`config.mk`:
```
export PLATFORM = sky130hd
export DESIGN_NAME = bcd_mult11_gen_flat
export DESIGN_NICKNAME = d
export VERILOG_FILES = /design/src/rtl/bcd_mult11_gen_if.sv /design/src/rtl/bcd_mult11_gen.sv /design/src/flat_wrapper.sv
export SDC_FILE = /design/constraint.sdc
export NUM_CORES = 1
export LEC_CHECK = 0
export ABC_AREA = 1
export BUFFER_PORTS_ARGS = -buffer_cell sky130_fd_sc_hd__buf_2
export CAP_MARGIN = 20
export CELL_PAD_IN_SITES_DETAIL_PLACEMENT = 0
export CELL_PAD_IN_SITES_GLOBAL_PLACEMENT = 1
export CORE_MARGIN = 2
export CORE_UTILIZATION = 43
export CTS_CLUSTER_DIAMETER = 30
export DETAILED_ROUTE_END_ITERATION = 6
export PLACE_DENSITY_LB_ADDON = 0.1
export SLEW_MARGIN = 25
export SYNTH_ARGS = -nofsm -noshare
export SYNTH_HDL_FRONTEND = slang
export SYNTH_SLANG_ARGS = --single-unit
```
`constraint.sdc`:
```
create_clock -name clk -period 7.48 [get_ports clk]
set_clock_uncertainty 0.05 [all_clocks]
set_input_delay 1.496 -clock clk [delete_from_list [all_inputs] [get_ports clk]]
set_output_delay 1.496 -clock clk [all_outputs]
set_load 0.01 [all_outputs]
```
`src/rtl/bcd_mult11_gen_if.sv`:
```
// Control/stream bundle for the BCD multiple-of-11 generator.
// bcd_out transfers on a rising clk edge where valid && ready. Once valid is high,
// bcd_out holds steady until that transfer. valid never depends on ready.
interface bcd_mult11_gen_if;
    logic        start;
    logic [15:0] start_bcd;
    logic        ready;
    logic [15:0] bcd_out;
    logic        valid;
    logic        busy;
    logic        done;
    logic        err;

    modport master (
        output start, start_bcd, ready,
        input  bcd_out, valid, busy, done, err
    );

    modport slave (
        input  start, start_bcd, ready,
        output bcd_out, valid, busy, done, err
    );
endinterface

```
`src/rtl/bcd_mult11_gen.sv`:
```
// Streams ascending 4-digit BCD multiples of 11, starting at the first multiple
// at or above a seed, up to and including LIMIT.
module bcd_mult11_gen #(
    parameter logic [15:0] LIMIT = 16'h9999
) (
    input  logic                    clk,
    input  logic                    rst_n,
    bcd_mult11_gen_if.slave         bus,
    output logic [1:0]              dbg_state
);

    typedef enum logic [1:0] {
        IDLE   = 2'd0,
        SEARCH = 2'd1,
        STREAM = 2'd2,
        DONE   = 2'd3
    } state_t;

    localparam bit LIMIT_OK = (LIMIT[3:0] < 4'd10) && (LIMIT[7:4] < 4'd10) &&
                              (LIMIT[11:8] < 4'd10) && (LIMIT[15:12] < 4'd10);

    state_t      state, state_nxt;
    logic [15:0] cur, cur_nxt;
    logic        valid_q, busy_q, done_q, err_q;
    logic        valid_d, busy_d, done_d, err_d;

    logic        seed_bad;
    logic signed [5:0] alt_sum;
    logic        cur_mult;
    logic [16:0] inc_res;
    logic [16:0] add_res;

    // BCD addition with a decimal carry between digits; bit 16 is the carry out of digit 3.
    function automatic logic [16:0] bcd_add(input logic [15:0] a, input logic [15:0] b);
        logic [4:0]  t;
        logic        c;
        logic [15:0] s;
        c = 1'b0;
        s = '0;
        for (int i = 0; i < 4; i++) begin
            t = {1'b0, a[4*i +: 4]} + {1'b0, b[4*i +: 4]} + {4'd0, c};
            if (t > 5'd9) begin
                t = t + 5'd6;
                c = 1'b1;
            end else begin
                c = 1'b0;
            end
            s[4*i +: 4] = t[3:0];
        end
        return {c, s};
    endfunction

    assign seed_bad = (bus.start_bcd[3:0] > 4'd9) || (bus.start_bcd[7:4] > 4'd9) ||
                      (bus.start_bcd[11:8] > 4'd9) || (bus.start_bcd[15:12] > 4'd9);

    // Alternating digit sum: a number is a multiple of 11 iff this lands on -11, 0 or 11.
    assign alt_sum = $signed({2'b00, cur[3:0]})  - $signed({2'b00, cur[7:4]}) +
                     $signed({2'b00, cur[11:8]}) - $signed({2'b00, cur[15:12]});
    assign cur_mult = (alt_sum == 6'sd0) || (alt_sum == 6'sd11) || (alt_sum == -6'sd11);

    assign inc_res = bcd_add(cur, 16'h0001);
    assign add_res = bcd_add(cur, 16'h0011);

    always_ff @(posedge clk or negedge rst_n) begin
        if (!rst_n) begin
            state <= IDLE;
        end else begin
            state <= state_nxt;
        end
    end

    always_comb begin
        state_nxt = state;
        cur_nxt   = cur;
        case (state)
            IDLE: begin
                if (bus.start && !seed_bad) begin
                    state_nxt = SEARCH;
                    cur_nxt   = bus.start_bcd;
                end
            end
            SEARCH: begin
                if (cur_mult) begin
                    state_nxt = STREAM;
                end else if (cur >= LIMIT) begin
                    state_nxt = DONE;
                end else begin
                    cur_nxt = inc_res[15:0];
                end
            end
            STREAM: begin
                // valid is always high here, so ready alone marks a transfer.
                if (bus.ready) begin
                    if (add_res[16] || (add_res[15:0] > LIMIT)) begin
                        state_nxt = DONE;
                    end else begin
                        cur_nxt = add_res[15:0];
                    end
                end
            end
            DONE: begin
                state_nxt = IDLE;
            end
            default: begin
                state_nxt = IDLE;
            end
        endcase
    end

    always_comb begin
        valid_d = (state_nxt == STREAM);
        busy_d  = (state_nxt == SEARCH) || (state_nxt == STREAM);
        done_d  = (state_nxt == DONE);
        err_d   = (state == IDLE) && bus.start && seed_bad;
    end

    always_ff @(posedge clk or negedge rst_n) begin
        if (!rst_n) begin
            cur     <= '0;
            valid_q <= 1'b0;
            busy_q  <= 1'b0;
            done_q  <= 1'b0;
            err_q   <= 1'b0;
        end else begin
            cur     <= cur_nxt;
            valid_q <= valid_d;
            busy_q  <= busy_d;
            done_q  <= done_d;
            err_q   <= err_d;
        end
    end

    assign bus.bcd_out = cur;
    assign bus.valid   = valid_q;
    assign bus.busy    = busy_q;
    assign bus.done    = done_q;
    assign bus.err     = err_q;
    assign dbg_state   = state;

    limit_bcd_a: assert property (@(posedge clk) LIMIT_OK);

endmodule

```
`src/flat_wrapper.sv`:
```
// flat-port wrapper written by rule: the top's interface ports become plain ports
module bcd_mult11_gen_flat 
#(
    parameter logic [15:0] LIMIT = 16'h9999
)
  (clk, rst_n, dbg_state, bus_start, bus_start_bcd, bus_ready, bus_bcd_out, bus_valid, bus_busy, bus_done, bus_err);
  bcd_mult11_gen_if bus_i ();
  input  logic clk;
  input  logic rst_n;
  output logic [1:0] dbg_state;
  input wire logic [$bits(bus_i.start)-1:0] bus_start;
  input wire logic [$bits(bus_i.start_bcd)-1:0] bus_start_bcd;
  input wire logic [$bits(bus_i.ready)-1:0] bus_ready;
  output wire logic [$bits(bus_i.bcd_out)-1:0] bus_bcd_out;
  output wire logic [$bits(bus_i.valid)-1:0] bus_valid;
  output wire logic [$bits(bus_i.busy)-1:0] bus_busy;
  output wire logic [$bits(bus_i.done)-1:0] bus_done;
  output wire logic [$bits(bus_i.err)-1:0] bus_err;
  assign bus_i.start = bus_start;
  assign bus_i.start_bcd = bus_start_bcd;
  assign bus_i.ready = bus_ready;
  assign bus_bcd_out = bus_i.bcd_out;
  assign bus_valid = bus_i.valid;
  assign bus_busy = bus_i.busy;
  assign bus_done = bus_i.done;
  assign bus_err = bus_i.err;
  bcd_mult11_gen #(.LIMIT(LIMIT)) u_core (.clk(clk), .rst_n(rst_n), .bus(bus_i), .dbg_state(dbg_state));
endmodule
```
==> metrics.yaml, run 1 <==
run_status:
  outcome: "finished, final reports clean"
placed_design:
  place.gp.congestion: 0.8170
  placed_area_sq_um: 3382
  portBuffers: 41
  place_hpwl_microns: 6532
route:
  post_drt_wl_per_cell_microns: 13.81
  dr.pass1.iters: 4
  post_drt_via_cell_ratio: 5.017
  drt_wl_total_microns: 8066
  route.detailed.drc: 0
  drtIter0Drc: 121
  antenna_left: 0
  vias: 2930
power_and_ir_drop:
  p_per_area_nw_per_um2: 462.6
  vdd_ir_drop_max_v: 0.0002267
  pwr-share-seq_pct: 14.5
  pwr-share-clk_pct: 7.2
  switching_share_pct: 54.39
  p_int_uw: 729.7
  p_leak_uw: 0.001798
  p_comb_share_pct: 78.2
  total_power_uw: 1600
  netSwitchingPower_uw: 870.3
worst_setup_path:
  cp_max_fo: 10
  cpMaxStageDelayCell: "dfrtp_1"
  start_kind: "flop"
  max_stage_delay_ps: 540
  critPathKind: "flop to flop"
  cp.required_ps: 7600
  crit_path_end_kind: "flop"
  crit_arrival_ps: 6710
  cpMostUsedCell: "ha_1"
synthesis:
  synth.yosys.warnings: 0
  synthArstFlopShare_pct: 100.0
  synth_xor_area_share_pct: 5.215
  syn-instance-count: 451
  netlist_area_sq_um: 3143
  postSynthAreaPerCell_sq_um: 6.969
  ys_seq_elements: 22
  synthFlopType: "dfrtp_1"
  synth_top_family_by_area: "simple AND/OR/NAND/NOR gates"
  synth_compound_area_share_pct: 15.17
  syn_nets: 516
  synth-simple-area-share_pct: 32.25
  synth_edf_count: 0
  synth_fa_ha_area_share_pct: 19.11
  ys_seq_area_share_pct: 17.52
  synthMuxAreaShare_pct: 0
  synth.distinct_cells: 43
floorplan:
  die_y_microns: 89.50
  initial_utilization_pct: 43.80
  dieArea_sq_um: 8009
  core_area_sq_um: 7176
  rows: 31
  io_pins: 42
  die_x_microns: 89.50
grt:
  grt_pass1_vias: 2766
  antenna_found_initial: 0
  grt_usage_pct: 21.07
  grt_max_degree: 30
  grt_pass1_wl_microns: 13200
  overflow: 0
cts:
  cts_tree: "done"
  h-tree-depth: 1
  clock_tree.root_cell: "clkbuf_8"
  clk_pin_slew_ps: 90
  cts_hold_buf: 0
  clock-sinks: 22
  clk_latency_ps: 270
  clockBufferDepth: 2
  cts-buffers-inserted: 3
timing:
  slew_headroom_pct: 42.64
  slew_violations: 0
  tightest_slew_ps: 860.3
  fmax_mhz: 151.7
  setup_tns_ps: 0
  fin_crit_sh_pct: 88.14
  rsz0062_at_grt: "false"
  final.min_clock_period_ps: 6593
  setup_viol: 0
  hold_violations: 0
layout:
  diodes: 0
  final_nets: 551
  final_cell_mix: "104 x nand2_1, 65 x inv_1, 43 x nand3_1"
  final_common_cell: "nand2_1"
  drive_gt1_share_pct: 19.38
  final_area_sq_um: 3458
  area_growth_pct: 10.03
job:
  cap_violations: 0
min_path:
  hp-class: "flop to flop"
==> through the flow <==
step / util [%] / hold slack (ps) / std cells / worst slack [ps]
floorplan: - / 529.2 / 451 / 1544
global placement: 47.13 / 575.4 / 580 / 1034
detailed placement: 47.13 / 580.5 / 580 / 854.8
CTS: 48.13 / 600.1 / 584 / 786.9
global route: 48.20 / 637.3 / 584 / 187.2
finish: 48.20 / 587.6 / 584 / 887.5
==> worst paths after layout <==
kind                                  startpoint                      to  slack (ps)  depth (start not counted)
setup / recovery           u_core.bus.bcd_out[0]  u_core.bus.bcd_out[13]         890                         38
hold / removal             u_core.bus.bcd_out[4]   u_core.bus.bcd_out[4]         590                          2
setup reg to reg           u_core.bus.bcd_out[0]  u_core.bus.bcd_out[13]         890                         38
hold reg to reg            u_core.bus.bcd_out[4]   u_core.bus.bcd_out[4]         590                          2
max in group asynchronous                  rst_n   u_core.bus.bcd_out[2]        5890                          1
min in group asynchronous                  rst_n   u_core.bus.bcd_out[8]        1140                          1
==> cell type report <==
type	count	area (sq um)
clock inverters	1	30.03
well taps	99	123.9
fillers	794	3717
repair buffers	41	205.2
inverters	66	247.7
clock buffers	3	41.29
multi-input cells	352	2260
flip-flops and latches	22	550.5
==> registers in the layout (all words and copies together) (netlist names) <==
name,flops
u_core.bus.busy,1
u_core.bus.valid,1
u_core.bus.err,1
u_core.bus.done,1
u_core.bus.bcd_out,16
u_core.dbg_state,2
==> power by group through the flow <==
| stage | clock (uW) | combinational, uW | sequential, uW |
|---|---|---|---|
| 6_report | 116 | 1250 | 233 |
| 2_1_floorplan | 0 | 1000 | 205 |
| 3_5_place_dp | 0 | 1240 | 235 |
| 3_3_place_gp | 0 | 1240 | 232 |
| 5_1_grt | 123 | 1440 | 241 |
| 4_1_cts | 118 | 1250 | 233 |
==> timing repair <==
action,4_1_cts,5_1_grt
resized for setup,0,1
endpoints found under the setup margin,0,1
setup buffers,0,0
hold endpoints to repair,0,0
==> critical path: cells and delay by family (launching register included) <==
| kind | cells | cell delay [ps] |
|---|---|---|
| xor gates and xnor gates | 3 | 820 |
| and+or+nand+nor | 11 | 930 |
| adders and majority gates | 11 | 2430 |
| DFF | 1 | 540 |
| buffers and inverters | 7 | 630 |
| AOI/OAI and AO/OA | 6 | 1100 |
==> synthesized netlist by cell type, types with 4 or more instances <==
library cell    n  area (sq um)
fa_1            5         100.1
nand2_2        15         93.84
a31o_2         11         96.34
o21ai_0        16         80.08
nand3b_1        5         37.54
nor2_1         35         131.4
o21ai_2        11         96.34
nand4_1         5         31.28
xor2_1         13         113.9
clkbuf_1        5         18.77
a21oi_1        12         60.06
o22ai_1         4         25.02
nor3_1          5         25.02
inv_1          65         244.0
ha_1           40         500.5
nand2_1       104         390.4
nand3_1        43         215.2
dfrtp_1        22         550.5
==> metal layers <==
metal  up-vias  wire length (microns)  track usage, %
met5         -                      0               0
met1      1339                   4067           30.52
met3         6                    258           1.754
met4         0                     74           3.528
li1       1539                      -               -
met2        46                   3665           34.68
==> cell families (layout without fill, tap and decap cells) <==
logic type	count (synthesis)	count (layout)
fa+ha+maj	45	45
flops	22	22
buf+inv	77	111
xor+xnor	17	17
simple gates	222	222
compound gates	68	68
(Power assumes the default switching activity.)
==> inputs of run 2 (changes only) <==
- CELL_PAD_IN_SITES_GLOBAL_PLACEMENT: 1 -> 2
- CORE_UTILIZATION: 43 -> 33
- GPL_TIMING_DRIVEN: not set -> 0
- SLEW_MARGIN: 25 -> 10
==> run 2 against run 1 <==
Compared with the run above:
- sequential cell count is the same
- global-route usage down 2.9 points
- total power hardly changed
- routed wire length is 14% higher
- non-clock buffer count rose by 11
==> metrics.yaml, run 2 (synthesis gave the netlist of run 1 again) <==
timing:
  fin_crit_sh_pct: 90.93
  slew_headroom_pct: 62.27
  rsz0062_at_grt: "false"
  hold_violations: 0
  setup_tns_ps: 0
  final.min_clock_period_ps: 6802
  slew_violations: 0
  fin_ws_ps: 678.2
  setup_viol: 0
  tightest_slew_ps: 566.0
  fmax_mhz: 147.0
worst_setup_path:
  start_kind: "flop"
  crit_arrival_ps: 6950
  max_stage_delay_ps: 560
  reg2reg_depth: 37
  r2r-end: "u_core.bus.bcd_out[15]"
  timing.rr.start: "u_core.bus.bcd_out[0]"
  crit_path_end_kind: "flop"
  cpMaxStageDelayCell: "dfrtp_1"
  cp_max_fo: 10
  critPathKind: "flop to flop"
  cpMostUsedCell: "ha_1"
  cp.required_ps: 7630
  reg2reg_slack_ps: 680
cts:
  clockBufferDepth: 2
  clock_tree.root_cell: "clkbuf_8"
  post-cts-setup-buffers: 0
  clk_pin_slew_ps: 90
  cts_tree: "done"
  h-tree-depth: 1
  cts-buffers-inserted: 3
  clk_latency_ps: 260
  clock-sinks: 22
placed_design:
  pre_cts_ws_ps: 372.7
  place.gp.congestion: 0.8317
  portBuffers: 41
  dp_cells: 621
  place_hpwl_microns: 7620
grt:
  grt_usage_pct: 18.13
  grt_pass1_vias: 2880
  grt_pass1_wl_microns: 14710
  antenna_found_initial: 0
  grt_max_degree: 23
  overflow: 0
floorplan:
  die_y_microns: 101.6
  io_pins: 42
  initial_utilization_pct: 34.01
  rows: 35
  die_x_microns: 101.6
  dieArea_sq_um: 10320
  core_area_sq_um: 9240
layout:
  final_common_cell: "nand2_1"
  final_cell_mix: "104 x nand2_1, 65 x inv_1, 43 x nand3_1"
  diodes: 0
  largest_reg_flops: 16
  layout.cells.non_filler: 624
  final_nets: 562
  area_growth_pct: 13.42
  nFillCells: 987
  drive_gt1_share_pct: 20.00
  post-route-util_pct: 38.58
power_and_ir_drop:
  vdd_ir_drop_max_v: 0.0002786
  p_per_area_nw_per_um2: 449.1
  p_leak_uw: 0.001831
run_status:
  outcome: "finished, final reports clean"
route:
  drtIter0Drc: 91
  vias: 3047
  post_drt_wl_per_cell_microns: 14.67
  route.detailed.drc: 0
  dr.pass1.iters: 4
  antenna_left: 0
  drt_wl_total_microns: 9157
  post_drt_via_cell_ratio: 4.883
min_path:
  holdPathEnd: "u_core.bus.bcd_out[3]"
  hp-class: "flop to flop"
  min_from: "u_core.bus.bcd_out[3]"
  hold_path_depth: 2
job:
  cap_violations: 0
-- run 2: cell count changes in the layout (fill, tap and decap cells not counted), sizes merged --
| cell | change |
|---|---|
| clkbuf | +5 |
| buf | +6 |
| bufinv | -1 |
-- run 2: cell type report --
type,instances,area (sq um),area share [%]
Buffer,11,90.09,2.527
Clock buffer,3,41.29,1.158
Inverter,66,247.7,6.950
Multi-Input combinational cell,352,2268,63.64
Sequential cell,22,550.5,15.44
Tap cell,129,161.4,4.528
Timing Repair Buffer,41,205.2,5.756
-- run 2: worst max-delay path by stage --
stage | endpoint | startpoint | depth (start not counted) | slack, ps
floorplan | u_core.bus.bcd_out[15] | u_core.bus.bcd_out[0] | 37 | 1540
global placement | u_core.bus.bcd_out[15] | u_core.bus.bcd_out[0] | 37 | 340
detailed placement | u_core.bus.bcd_out[13] | u_core.bus.bcd_out[0] | 38 | 370
CTS | u_core.bus.bcd_out[15] | u_core.bus.bcd_out[0] | 37 | 300
global route | u_core.bus.bcd_out[15] | u_core.bus.bcd_out[0] | 37 | 110
finish | u_core.bus.bcd_out[15] | u_core.bus.bcd_out[0] | 37 | 680
-- run 2: critical path: cells and delay by family, from the launching register on --
| kind | cells | cell delay (ps) |
|---|---|---|
| compound gates | 6 | 1130 |
| xor+xnor | 3 | 880 |
| simple gates | 10 | 950 |
| buf+inv | 7 | 700 |
| flops | 1 | 560 |
| fa+ha+maj | 11 | 2470 |
-- run 2: report_power, final --
| part | switching, uW | total [uW] | internal (uW) | leakage, uW |
|---|---|---|---|---|
| clock | 39.7 | 75.6 | 36.0 | 0.0000216 |
| sequential | 63.8 | 212 | 148 | 0.000275 |
| combinational | 785 | 1310 | 529 | 0.00153 |
-- run 2: routing by layer --
| metal | global-route usage, % | vias to the layer above | wire length (microns) |
|---|---|---|---|
| met2 | 29.30 | 50 | 4171 |
| li1 | - | 1567 | - |
| met5 | 0 | - | 0 |
| met1 | 26.57 | 1424 | 4603 |
| met4 | 3.119 | 0 | 88 |
| met3 | 1.656 | 6 | 294 |
-- run 2: repair_timing --
action,CTS,global route
hold buffers,0,0
resized for setup,0,2
setup endpoints to repair,0,3
-- run 2: through the flow --
stage / area [sq um] / total power [uW] / hold slack (ps)
5_1_grt: 3565 / 1819 / 616.0
2_1_floorplan: 3143 / 1210 / 529.2
4_1_cts: 3551 / 1607 / 579.8
6_report: 3565 / 1601 / 573.4
3_3_place_gp: 3510 / 1514 / 544.4
3_5_place_dp: 3510 / 1520 / 559.6
==> inputs of run 3 (changes only) <==
- CORE_UTILIZATION: 33 -> 36
- clock period: 7.48 -> 7.9 ns (I/O delays scaled with it)
==> run 3 against run 2 <==
Compared with the run above:
- via count fell by 0.59%
- die area down 8.0%
- largest cell class unchanged
- setup slack better by 170 ps
- non-clock buffer count is the same
- register-to-register slack better by 170 ps
- largest power group unchanged
==> metrics.yaml, run 3 (synthesis gave the netlist of run 1 again) <==
placed_design:
  portBuffers: 41
  place_hpwl_microns: 7379
  pre_cts_ws_ps: 935.4
  place.gp.congestion: 0.9018
job:
  cap_violations: 0
timing:
  fin_ws_ps: 844.7
  hold_violations: 0
  tightest_slew_ps: 855.0
  fin_crit_sh_pct: 89.31
  setup_viol: 0
  hold_slack_ps: 563.9
  final.min_clock_period_ps: 7055
  slew_violations: 0
  rsz0062_at_grt: "false"
  slew_headroom_pct: 42.51
  fmax_mhz: 141.7
  setup_tns_ps: 0
cts:
  clock-sinks: 22
  clk_pin_slew_ps: 90
  cts_tree: "done"
  cts-buffers-inserted: 3
  h-tree-depth: 1
  clockBufferDepth: 2
  cts_hold_buf: 0
  clock_tree.root_cell: "clkbuf_8"
  post-cts-setup-buffers: 0
  clk_latency_ps: 270
  cts_resized: 0
layout:
  nFillCells: 959
  final_cell_mix: "104 x nand2_1, 65 x inv_1, 43 x nand3_1"
  diodes: 0
  multi_input_area_sq_um: 2255
  seq_area_sq_um: 550.5
  final_nets: 562
  largest_reg_flops: 16
  drive_gt1_share_pct: 19.96
  final_common_cell: "nand2_1"
  area_growth_pct: 13.10
route:
  route.detailed.drc: 0
  vias: 3029
  post_drt_wl_per_cell_microns: 14.75
  drt_wl_total_microns: 8908
  antenna_left: 0
  dr.pass1.iters: 4
  post_drt_via_cell_ratio: 5.015
  drtIter0Drc: 103
min_path:
  hp-class: "flop to flop"
run_status:
  outcome: "finished, final reports clean"
worst_setup_path:
  crit_path_end_kind: "flop"
  start_kind: "flop"
  cp.required_ps: 8060
  cpMostUsedCell: "ha_1"
  reg2reg_slack_ps: 840
  max_stage_delay_ps: 740
  crit_arrival_ps: 7220
  cp_max_fo: 10
  critPathKind: "flop to flop"
  cpMaxStageDelayCell: "o31ai_1"
grt:
  grt_pass1_wl_microns: 14780
  antenna_found_initial: 0
  grt_usage_pct: 18.97
  grt_util_met1_pct: 27.86
  busiest_layer: "met2"
  grt_max_degree: 23
  grt_pass1_vias: 2912
  grtUsageMet2_pct: 31.09
  grt_util_met3_pct: 1.439
  overflow: 0
floorplan:
  initial_utilization_pct: 36.58
  core_area_sq_um: 8593
  io_pins: 42
  rows: 34
  dieArea_sq_um: 9494
  die_y_microns: 97.44
  die_x_microns: 97.44
power_and_ir_drop:
  p_leak_uw: 0.001842
  vdd_ir_drop_max_v: 0.0001810
  p_per_area_nw_per_um2: 433.7
  total_power_uw: 1542
-- run 3: cell types whose count changed in the layout (fill, tap and decap cells not counted) --
| cell | change |
|---|---|
| o31ai_4 | -1 |
| o31ai_1 | +1 |
| bufinv_16 | +1 |
-- run 3: area by class of cell --
| type | instances | share of cell area [%] |
|---|---|---|
| Multi-Input combinational cell | 352 | 63.43 |
| Sequential cell | 22 | 15.49 |
| Inverter | 66 | 6.969 |
| Timing Repair Buffer | 41 | 5.773 |
| Tap cell | 108 | 3.801 |
| Buffer | 11 | 2.534 |
| Clock buffer | 3 | 1.162 |
| Clock inverter | 1 | 0.8448 |
-- run 3: worst max-delay path, delay by kind of cell (launching register included) --
family | cells | cell delay, ps
fa+ha+maj | 11 | 2500
compound gates | 6 | 1460
simple gates | 10 | 900
xor+xnor | 3 | 870
buf+inv | 7 | 670
flops | 1 | 540
-- run 3: layer usage --
metal	part of all wire [%]	wire length [microns]	vias up
met5	0	0	-
met4	1.1	94	0
met3	3.6	323	7
met2	45	4047	53
met1	50	4442	1404
li1	-	-	1565
-- run 3: final timing paths --
path	cells past startpoint	startpoint	endpoint
max in group asynchronous	1	rst_n	u_core.bus.bcd_out[7]
worst max register to register	37	u_core.bus.bcd_out[0]	u_core.bus.bcd_out[15]
min in group asynchronous	1	rst_n	u_core.dbg_state[1]
worst min register to register	2	u_core.bus.bcd_out[3]	u_core.bus.bcd_out[3]
worst min-delay path	2	u_core.bus.bcd_out[3]	u_core.bus.bcd_out[3]
worst max-delay path	37	u_core.bus.bcd_out[0]	u_core.bus.bcd_out[15]
-- run 3: report_power, final --
group	internal, uW	switching [uW]	total (uW)
registers	140	60.6	201
logic	496	737	1230
clock network	67.8	40.3	108
total	704	838	1540
-- run 3: stage by stage --
step           cells  util (%)  instance area, sq um
2_1_floorplan    451         -                  3143
3_3_place_gp     600     40.54                  3483
3_5_place_dp     600     40.54                  3483
4_1_cts          604     41.37                  3555
5_1_grt          604     41.37                  3555
6_report         604     41.37                  3555
